**src/rtl/start_fifo_pkg.sv**
```systemverilog
// start_fifo_pkg: shared types and helpers for the start-token shift-register FIFO.
package start_fifo_pkg;
    localparam int CNT_EMPTY = 0;
    typedef enum logic [1:0] {OCC_HOLD, OCC_PUSH, OCC_POP} occ_op_t;
    function automatic int occ_width(input int depth);
        return $clog2(depth) + 1;
    endfunction
endpackage

```
**src/rtl/start_fifo_srl_store.sv**
```systemverilog
// start_fifo_srl_store: shift-register storage, new word enters at index 0, read by address.
module start_fifo_srl_store #(
    parameter int DATA_WIDTH = 1,
    parameter int ADDR_WIDTH = 2,
    parameter int DEPTH      = 4
) (
    input  logic                  clk,
    input  logic                  we,
    input  logic [ADDR_WIDTH-1:0] addr,
    input  logic [DATA_WIDTH-1:0] din,
    output logic [DATA_WIDTH-1:0] dout
);
    logic [DATA_WIDTH-1:0] sreg [DEPTH];

    always_ff @(posedge clk) begin
        if (we) begin
            for (int i = DEPTH - 1; i > 0; i--) sreg[i] <= sreg[i-1];
            sreg[0] <= din;
        end
    end

    assign dout = sreg[addr];
endmodule

```
**src/rtl/start_fifo_srl_rw.sv**
```systemverilog
// start_fifo_srl_rw: FWFT ap_fifo built on a shift register; read side tracks occupancy.
// START_FIFO_SRL_OUTREG_EN adds a head-word output register (capacity DEPTH+1).
module start_fifo_srl_rw
    import start_fifo_pkg::*;
#(
    parameter int DATA_WIDTH = 1,
    parameter int ADDR_WIDTH = 2,
    parameter int DEPTH      = 4
) (
    input  logic                  clk,
    input  logic                  reset_n,
    input  logic                  if_write,
    input  logic [DATA_WIDTH-1:0] if_din,
    output logic                  if_full_n,
    input  logic                  if_read,
    output logic [DATA_WIDTH-1:0] if_dout,
    output logic                  if_empty_n
);
    localparam int CW = ADDR_WIDTH + 1;
    localparam logic [CW-1:0] FULL_CNT  = CW'(DEPTH);
    localparam logic [CW-1:0] EMPTY_CNT = CW'(CNT_EMPTY);

    logic                  wr, rd, full_n_r, empty_n_r;
    logic [CW-1:0]         count, count_next;
    logic [ADDR_WIDTH-1:0] raddr, raddr_next;
    logic [DATA_WIDTH-1:0] sreg_dout;
    occ_op_t               op;

    start_fifo_srl_store #(
        .DATA_WIDTH(DATA_WIDTH),
        .ADDR_WIDTH(ADDR_WIDTH),
        .DEPTH     (DEPTH)
    ) u_store (
        .clk (clk),
        .we  (wr),
        .addr(raddr),
        .din (if_din),
        .dout(sreg_dout)
    );

    assign wr        = if_write & full_n_r;
    assign if_full_n = full_n_r;

`ifdef START_FIFO_SRL_OUTREG_EN
    logic                  out_valid;
    logic [DATA_WIDTH-1:0] out_data;

    // Head register pulls from the array whenever it is empty or being drained.
    assign rd         = empty_n_r & (~out_valid | if_read);
    assign if_empty_n = out_valid;
    assign if_dout    = out_data;

    always_ff @(posedge clk or negedge reset_n) begin
        if (!reset_n) begin
            out_valid <= 1'b0;
            out_data  <= '0;
        end else if (rd) begin
            out_valid <= 1'b1;
            out_data  <= sreg_dout;
        end else if (if_read) begin
            out_valid <= 1'b0;
        end
    end
`else
    assign rd         = if_read & empty_n_r;
    assign if_empty_n = empty_n_r;
    assign if_dout    = sreg_dout;
`endif

    // raddr pins at 0 on the empty<->one transitions so it always equals max(count-1,0).
    always_comb begin
        op         = (wr && !rd) ? OCC_PUSH : (rd && !wr) ? OCC_POP : OCC_HOLD;
        count_next = (op == OCC_PUSH) ? count + 1'b1 : (op == OCC_POP) ? count - 1'b1 : count;
        raddr_next = (op == OCC_PUSH && count != EMPTY_CNT) ? raddr + 1'b1 :
                     (op == OCC_POP && raddr != '0) ? raddr - 1'b1 : raddr;
    end

    always_ff @(posedge clk or negedge reset_n) begin
        if (!reset_n) begin
            count     <= EMPTY_CNT;
            raddr     <= '0;
            full_n_r  <= 1'b1;
            empty_n_r <= 1'b0;
        end else begin
            count     <= count_next;
            raddr     <= raddr_next;
            full_n_r  <= count_next != FULL_CNT;
            empty_n_r <= count_next != EMPTY_CNT;
        end
    end
endmodule

```
**config.mk**
```make
export PLATFORM = sky130hd
export DESIGN_NAME = start_fifo_srl_rw
export DESIGN_NICKNAME = d
export VERILOG_FILES = /design/src/rtl/start_fifo_pkg.sv /design/src/rtl/start_fifo_srl_store.sv /design/src/rtl/start_fifo_srl_rw.sv
export SDC_FILE = /design/constraint.sdc
export NUM_CORES = 1
export LEC_CHECK = 0
export ABC_AREA = 1
export ABC_CLOCK_PERIOD_IN_PS = 2550
export BUFFER_PORTS_ARGS = -buffer_cell sky130_fd_sc_hd__buf_2
export CORE_UTILIZATION = 30
export CTS_BUF_LIST = sky130_fd_sc_hd__clkbuf_8
export CTS_CLUSTER_SIZE = 20
export DETAILED_ROUTE_END_ITERATION = 16
export GPL_TIMING_DRIVEN = 0
export PLACE_DENSITY = 0.48
export SLEW_MARGIN = 20
export SYNTH_ARGS = -nofsm -noshare
export SYNTH_HDL_FRONTEND = slang
export SYNTH_SLANG_ARGS = --single-unit
```
**constraint.sdc**
```tcl
create_clock -name clk -period 2.55 [get_ports clk]
set_clock_uncertainty 0.1 [all_clocks]
set_input_delay 0.3825 -clock clk [delete_from_list [all_inputs] [get_ports clk]]
set_output_delay 0.3825 -clock clk [all_outputs]
set_load 0.02 [all_outputs]
```
==> impl_results.md <==
* Status: finished, final reports clean
* Fraction of registers with async set/reset at between 60% and 70%
* Grt ovf at 0
* Main flop type after synthesis: dfrtp_1
* R2r setup slk at 1.17 ns
* Post-Synthesis Cell Area at 604 um^2
* Synth area leader: dfrtp_1
* Global Route Usage Sum at ~12%
* Post-DRT Antenna Nets at 0
* Post-synth EDFFs at 4
* Worst-case reg-to-reg path depth at 8
* Initial antenna violation count at 0
* Synth-to-Final Area Change at 20.1%
* Worst r2r src: count[1]
* Max Buffers Root-to-Sink at 2
* Seq/Total Area, Yosys at 49.1%
* Worst-Margin Slew at 0.320 ns
* CTS Hold Bufs at 1
* WP data required at a little over 2 ns
* Share of cells above drive strength 1 at 34.2%
* Drt total wl at roughly 980 um
* Hold Crit Class: in2reg
* Post_cts resized at 0
* Final setup fails at 0
* Vias at 443
* Syn_nets at 72
* Reg2Reg Capture Point: if_empty_n
* Filler cell count at 190
* Seq cells post-synth at 11
* Vias in the first global route at 382
* Core footprint at 1800 um^2
* Post-route DRC at 0
* Final Net Count at 85
* Synth Instances at 64
* Worst-path clk slew at 0.05 ns
* Root Buffer: clkbuf_8
* Post-CTS Setup Bufs at 0
* Slew margin rel. at 78.7%
* Detailed Routing Iterations Pass 1 at 4
* DIE AREA at 2200 um^2
* First-pass GRT wire length at around 1.7 mm
* Peak VDD IR at 0.000465 V
* Boundary Pins at 8
* Crit end category: output port
* H-tree Lvls at 1
* Syn Area/Cell at 9.44 um^2
* CTS buffer count at 3
* Hold_sp: if_din
* Post-synth top cells: 17 x nand2_1, 7 x inv_1, 6 x dfrtp_1
* Die X at 46.9 um
* Hold path cells at 1
* RePlAce Congestion at 0.733
* Synth warnings at 0
* Crit path DAT at 1.29 ns
* IO buf count at 7
* Min-Delay Endpoint: u_store.sreg[0]
* Final min period at 1.77 ns
* Number of diodes at 0
* Final hold vios at 0
* P_leak at 0.366 nW
* Largest net degree at the start of global routing at 9
* Average routed wire per standard cell at approximately 9.7 um
* Setup TNS at 0 ns
* Fin crit share at between 60% and 70%
* Synth area leaders: dfrtp_1 25%, edfxtp_1 20%, nand2_1 11%
* Pins Over Slew Limit at 0
* Pwr/cell area at 1210 nW/um^2
* CP Max Fanout at 8
* CTS tree: built
* Unique masters post-synth at 19
* Sinks on Clock Net at 11
* Starting density of the core at 33.5%
* Post-DP HPWL at 783 um
* CP startpoint kind: flop
* Die H at 46.9 um
* Count leader, synth: nand2_1
* Post-synth top area share at between 20 and 25%
* Max-Cap Viols at 0
* RSZ-0062 raised after global routing: false
* Max Fclk at between 0.5 and 0.6 GHz
* First DRT Iteration DRCs at 7
* Via/cell ratio at 4.39
* Clk_lat worst skew at 0.24 ns
* Row Count at 15
* WS Path Type: reg2out
* Hold slack final at 0.234 ns
## layer usage
| metal | GRT usage (%) | vias to the layer above | wire, um |
|---|---|---|---|
| met3 | 6.92 | 5 | 51 |
| li1 | - | 228 | - |
| met2 | 17.2 | 10 | 436 |
| met4 | 12.0 | 0 | 46 |
| met1 | 13.1 | 200 | 442 |
| met5 | 0 | - | 0 |
## worst max path at each step
stage / from / end / slack [ns] / depth (start not counted)
2_1_floorplan: raddr[0] / if_dout / 1.02 / 4
3_3_place_gp: raddr[0] / if_dout / 1.03 / 4
3_5_place_dp: raddr[0] / if_dout / 1.03 / 5
4_1_cts: raddr[0] / if_dout / 0.77 / 5
5_1_grt: raddr[0] / if_dout / 0.69 / 5
6_report: raddr[0] / if_dout / 0.78 / 5
## worst max-delay path: stages (launching register included)
cell and delay [ns]:
dfrtp_1 0.35, clkbuf_1 0.18, inv_1 0.13, nand2_1 0.06, a32oi_1 0.15, buf_2 0.18
## per-stage QoR
stage | std cells | power, mW | setup slack [ns] | instance area [um^2] | util [%]
after detailed placement | 96 | 0.719 | 1.03 | 671 | 37.2
after CTS | 101 | 0.895 | 0.765 | 726 | 40.3
after global routing | 101 | 0.959 | 0.693 | 726 | 40.3
final | 101 | 0.880 | 0.775 | 726 | 40.3
after floorplan | 64 | 0.631 | 1.02 | 604 | -
after global placement | 96 | 0.716 | 1.03 | 671 | 37.2
## report_power, final
| part | switching, mW | leakage [nW] | internal, mW |
|---|---|---|---|
| Sequential | 0.0476 | 0.119 | 0.264 |
| Combinational | 0.255 | 0.220 | 0.144 |
| Clock | 0.0631 | 0.0269 | 0.105 |
## cells in the final DEF (no fill, tap or decap), types with 3 or more instances in the layout
cell type,netlist,routed
buf_2,0,7
nand2_2,5,5
dfrtp_1,6,6
edfxtp_1,4,4
clkbuf_8,0,3
nand3_1,5,5
ha_1,3,3
nand2_4,4,4
nand2_1,17,17
inv_1,7,8
## flip-flops by register name, indices dropped and copies added (netlist names)
name,count
count,3
u_store.sreg,4
if_empty_n,1
raddr,2
if_full_n,1
## area by class of cell
type	instances	area (um^2)	area share [%]
clock buffer	3	41.3	5.69
inverter	10	42.5	5.86
timing repair buffer	8	45.0	6.21
clock inverter	1	3.75	0.517
sequential	11	297	40.9
multi-input combinational	42	262	36.0
buffer	1	3.75	0.517
tap	25	31.3	4.31
## logic make-up after synthesis
family / share of synthesized area, %
adders and majority gates: 6.21
DFF: 49.1
buffers and inverters: 7.66
AOI/OAI and AO/OA: 4.35
and+or+nand+nor: 32.7
No activity file was read; power rests on OpenSTA's default activity.
